`src/rtl/sha256_pkg.sv`:
```
`default_nettype none
// ============================================================================
// Module   : sha256_pkg
// Brief    : Shared SHA-256 word type, block constants and schedule sigmas.
// Revision : 1.0 - initial release
// ============================================================================
package sha256_pkg;

    typedef logic [31:0] word_t;

    localparam int BLOCK_WORDS = 16;
    localparam int ROUNDS      = 64;

    function automatic word_t small_sigma0(input word_t x);
        return {x[6:0], x[31:7]} ^ {x[17:0], x[31:18]} ^ (x >> 3);
    endfunction

    function automatic word_t small_sigma1(input word_t x);
        return {x[16:0], x[31:17]} ^ {x[18:0], x[31:19]} ^ (x >> 10);
    endfunction

endpackage
`default_nettype wire

```
`src/rtl/sha256_msg_schedule.sv`:
```
`default_nettype none
// ============================================================================
// Module   : sha256_msg_schedule
// Brief    : SHA-256 message schedule expander; emits W[0..63] for one padded
//            block over a valid/ready stream. Optional SHA256_SCHED_ROUND_IDX_EN
//            adds a round_idx output.
// Revision : 1.0 - initial release
// ============================================================================
module sha256_msg_schedule
    import sha256_pkg::word_t, sha256_pkg::BLOCK_WORDS,
           sha256_pkg::small_sigma0, sha256_pkg::small_sigma1;
#(
    parameter int BLOCK_BITS = 512,
    parameter int ROUNDS     = 64
) (
    input  logic                  clk,
    input  logic                  rst,
    input  logic [BLOCK_BITS-1:0] blk_data,
    input  logic                  blk_valid,
    output logic                  blk_ready,
    output logic [31:0]           w_data,
    output logic                  w_valid,
    input  logic                  w_ready,
    output logic                  w_last
`ifdef SHA256_SCHED_ROUND_IDX_EN
    ,
    output logic [5:0]            round_idx
`endif
);

    localparam int c_T_W = (ROUNDS > 1) ? $clog2(ROUNDS) : 1;

    if (BLOCK_BITS != 512) begin : g_bad_block_bits
        $error("sha256_msg_schedule: BLOCK_BITS must be 512");
    end

    typedef enum logic [0:0] {
        IDLE   = 1'b0,
        EXPAND = 1'b1
    } state_t;

    state_t           r_state;
    state_t           w_state_nxt;
    logic [c_T_W-1:0] r_t;
    word_t            r_window [BLOCK_WORDS];
    logic             w_load;
    logic             w_fire;
    logic             w_at_end;
    logic             w_final;
    word_t            w_new;

    always_ff @(posedge clk) begin
        if (rst) begin
            r_state <= IDLE;
        end else begin
            r_state <= w_state_nxt;
        end
    end

    always_comb begin
        w_state_nxt = r_state;
        blk_ready   = 1'b0;
        w_valid     = 1'b0;
        case (r_state)
            IDLE: begin
                blk_ready = 1'b1;
                if (blk_valid) begin
                    w_state_nxt = EXPAND;
                end
            end
            EXPAND: begin
                w_valid = 1'b1;
                if (w_final) begin
                    w_state_nxt = IDLE;
                end
            end
            default: w_state_nxt = IDLE;
        endcase
    end

    assign w_load   = (r_state == IDLE) && blk_valid;
    assign w_fire   = w_valid && w_ready;
    assign w_at_end = (r_t == c_T_W'(ROUNDS - 1));
    assign w_final  = w_fire && w_at_end;
    assign w_last   = w_valid && w_at_end;
    assign w_data   = r_window[0];

    // Window slot k holds W[t+k]; the new tail word is W[t+16].
    assign w_new = small_sigma1(r_window[14]) + r_window[9]
                 + small_sigma0(r_window[1]) + r_window[0];

    always_ff @(posedge clk) begin
        if (rst || w_load || w_final) begin
            r_t <= '0;
        end else if (w_fire) begin
            r_t <= r_t + 1'b1;
        end
    end

    always_ff @(posedge clk) begin
        if (rst) begin
            for (int i = 0; i < BLOCK_WORDS; i++) begin
                r_window[i] <= '0;
            end
        end else if (w_load) begin
            for (int i = 0; i < BLOCK_WORDS; i++) begin
                r_window[i] <= blk_data[BLOCK_BITS-1-32*i -: 32];
            end
        end else if (w_fire) begin
            for (int i = 0; i < BLOCK_WORDS - 1; i++) begin
                r_window[i] <= r_window[i+1];
            end
            r_window[BLOCK_WORDS-1] <= w_new;
        end
    end

`ifdef SHA256_SCHED_ROUND_IDX_EN
    assign round_idx = w_valid ? 6'(r_t) : 6'd0;
`endif

endmodule
`default_nettype wire

```
`config.mk`:
```
export PLATFORM = sky130hd
export DESIGN_NAME = sha256_msg_schedule
export DESIGN_NICKNAME = d
export VERILOG_FILES = /design/src/rtl/sha256_pkg.sv /design/src/rtl/sha256_msg_schedule.sv
export SDC_FILE = /design/constraint.sdc
export NUM_CORES = 1
export LEC_CHECK = 0
export CAP_MARGIN = 20
export CORE_MARGIN = 3
export CORE_UTILIZATION = 40
export CTS_CLUSTER_DIAMETER = 30
export DETAILED_ROUTE_END_ITERATION = 12
export GPL_TIMING_DRIVEN = 0
export PLACE_DENSITY = 0.68
export SLEW_MARGIN = 10
export SYNTH_ARGS = -nofsm -noshare
export SYNTH_HDL_FRONTEND = slang
export SYNTH_SLANG_ARGS = --single-unit
export TNS_END_PERCENT = 20
```
`constraint.sdc`:
```
create_clock -name clk -period 21.6 [get_ports clk]
set_input_delay 6.48 -clock clk [delete_from_list [all_inputs] [get_ports clk]]
set_output_delay 6.48 -clock clk [all_outputs]
set_load 0.02 [all_outputs]
```
==> run metrics <==
Tightest Pin Transition=1.10 ns; Net Count, Synth=2761; CTS Hold Bufs=0; Area growth, synth to finish=41.4%; share of layout cells above drive strength 1=7.99%; count of final setup violators=0; Seq/Total Area, Yosys=59.5%; largest net degree at the start of global routing=67; Logic pwr share=31.0%; Placed Cells=3555; RSZ-0062 raised after global routing=false; RePlAce Congestion=0.971; Synth area leaders=edfxtp_1, a22o_1, nand2_1, fa_1, a21oi_1; CTS HTree Levels=3; DR vias/cell=5.56; Top FF cell, synth=edfxtp_1; clk_lat worst skew=0.68 ns; FFs w/ async S/R, synth=0%; relative slew slack=26.4%; total CTS buffers=116; Ports=551; Routed WL=106 mm; post-route ant nets=0; warnings from Yosys=0; synth unique cells=68; Setup Skew=0.0556 ns; DP Area=32900 um2; Detailed Routing Iterations Pass 1=6; Final nets=3437; switching power total=1.53 mW; top-area cell type share of the netlist area=58.9%; Initial DRC Count=2255; commonest non-fill, non-tap cell in the layout=clkdlybuf4s50_1; CP Capture Type=register; most frequent cells in the layout=clkdlybuf4s50_1, edfxtp_1, nand2_1; Pint=2.92 mW; chip width=261 um; Post-synth EDFFs=512; min-delay src=r_t[1]$_SDFFE_PP0P_; pwr/cell area=121 nW/um2; status=finished clean; Max IR drop VDD=79.2 uV; class of the most critical setup path=in -> reg; power consumption=4.45 mW; post-CTS setup buffers=0; Startpoint Class=input pin; Setup TNS Final=0 ns; Final Hold Vio Count=0; first-pass GRT wire length=145 mm; Worst-path clk slew=0.05 ns; Lkg Pwr=14.5 nW; final period utilization=42.4%; I/O Buffers=550; Synth Cell Area=26100 um2; Design Area, Final=36900 um2; Yosys reg bits=519; Synth Instances=2151; Clock Sinks=519; vias in the first global route=21142; R2R depth=15; Final min period=9.16 ns; Mean Syn Cell Area=12.1 um2; Worst EP arrival=9.55 ns; detailed-route DRC error count=0; Critical Path RT=21.99 ns; Max Cap Violations=0; initial antenna violation count=15; fmax=0.109 GHz; r2r setup slk=16.63 ns; die area=68300 um2; total global-route track usage=30.0%; CTS Buffer Depth=3; Rows=92; clk root buf=clkbuf_16; final non-filler cell total=3789; fin. max-slew vios=0; Die Y=261 um; switching portion of total power=34.4%; post_cts resized=0; largest area contributor in the netlist=edfxtp_1; gr ovfl total=0; Starting Density=40.9%; WHS Endpoint=r_t[1]$_SDFFE_PP0P_; Clock power frac=39.6%; routed len/inst=27.9 um; Reg power frac=29.5%; Detailed Place HPWL=83.5 mm; Worst Hold Class=reg -> reg; Crit Path Max Fanout=60; core area=63800 um2; hold path depth=2; CTS tree=built; vias post-DR=21078; Critical R2R Launch=r_window[1][19]$_SDFFCE_PN0P_; reg-to-reg endpoint=r_window[15][27]$_DFFE_PP_
critical path, stage by stage:
cell	delay (ns)
clkdlybuf4s50_1	0.44
and2_1	0.17
clkbuf_1	0.17
nor2_1	0.40
clkbuf_1	0.56
nand2_4	0.55
buf_16	0.41
buf_16	0.25
through the flow:
stage                     hold WS, ns  util, %  setup WS [ns]
final                           0.491     57.8          12.44
after CTS                       0.484     57.8          12.47
after floorplan                 0.454        -           8.93
after detailed placement        0.478     51.5          11.79
after global routing            0.502     57.8          12.36
after global placement          0.463     51.2           5.94
routing by layer:
metal  GRT usage, %  wire (um)  share of wire, %
met1           38.7      41300                39
met2           49.7      50800                48
met3           6.92       9750               9.2
met4           11.2       3720               3.5
met5              0         44             0.042
sequential cells by signal, indices dropped and copies added, names as in the netlist:
register	count
r_t	6
r_state	1
r_window	512
Yosys cell counts (16+ instances only):
library cell and n:
a21oi_1 219, a22o_1 319, clkbuf_1 127, edfxtp_1 512, fa_1 62, ha_1 32
inv_1 151, nand2_1 380, nand4_1 16, nor2_1 27, o21ai_0 22, xnor2_1 117
xor2_1 24
worst max-delay path by stage:
stage | startpoint | endpoint | slack, ns | depth (start not counted)
4_1_cts | blk_valid | r_window[3][15]$_SDFFCE_PN0P_ | 12.47 | 6
2_1_floorplan | w_ready | r_window[1][0]$_SDFFCE_PN0P_ | 8.93 | 5
3_5_place_dp | blk_valid | r_window[3][15]$_SDFFCE_PN0P_ | 11.79 | 6
6_report | w_ready | r_window[3][13]$_SDFFCE_PN0P_ | 12.44 | 8
5_1_grt | w_ready | r_window[4][11]$_SDFFCE_PN0P_ | 12.36 | 8
3_3_place_gp | w_ready | r_window[5][11]$_SDFFCE_PN0P_ | 5.94 | 6
kinds of logic (layout without fill, tap and decap cells):
group	after synthesis	count (layout)	synth area share (%)
adders and majority gates	94	94	6.29
AOI/OAI and AO/OA	625	625	17.5
buffers and inverters	298	1076	4.51
xor gates and xnor gates	141	141	4.73
and+or+nand+nor	474	474	7.52
DFF	519	519	59.5
other	0	14	0
area by class of cell:
| type | count | area (um2) |
|---|---|---|
| diodes | 14 | 35.0 |
| plain buffers | 147 | 611 |
| clock buffers | 122 | 2930 |
| clock inverters | 98 | 1060 |
| fillers | 5372 | 26900 |
| inverters | 151 | 567 |
| multi-input cells | 1334 | 9410 |
| flip-flops and latches | 519 | 15500 |
| well taps | 846 | 1060 |
| repair buffers | 558 | 5700 |
power groups by stage:
stage	clock network, mW	registers [mW]	logic [mW]
finish	1.76	1.31	1.38
global route	1.83	1.32	1.49
floorplan	0	1.30	0.853
global placement	0	1.34	1.34
CTS	1.77	1.31	1.35
detailed placement	0	1.33	1.34
Power figures use the tool's default switching activity.
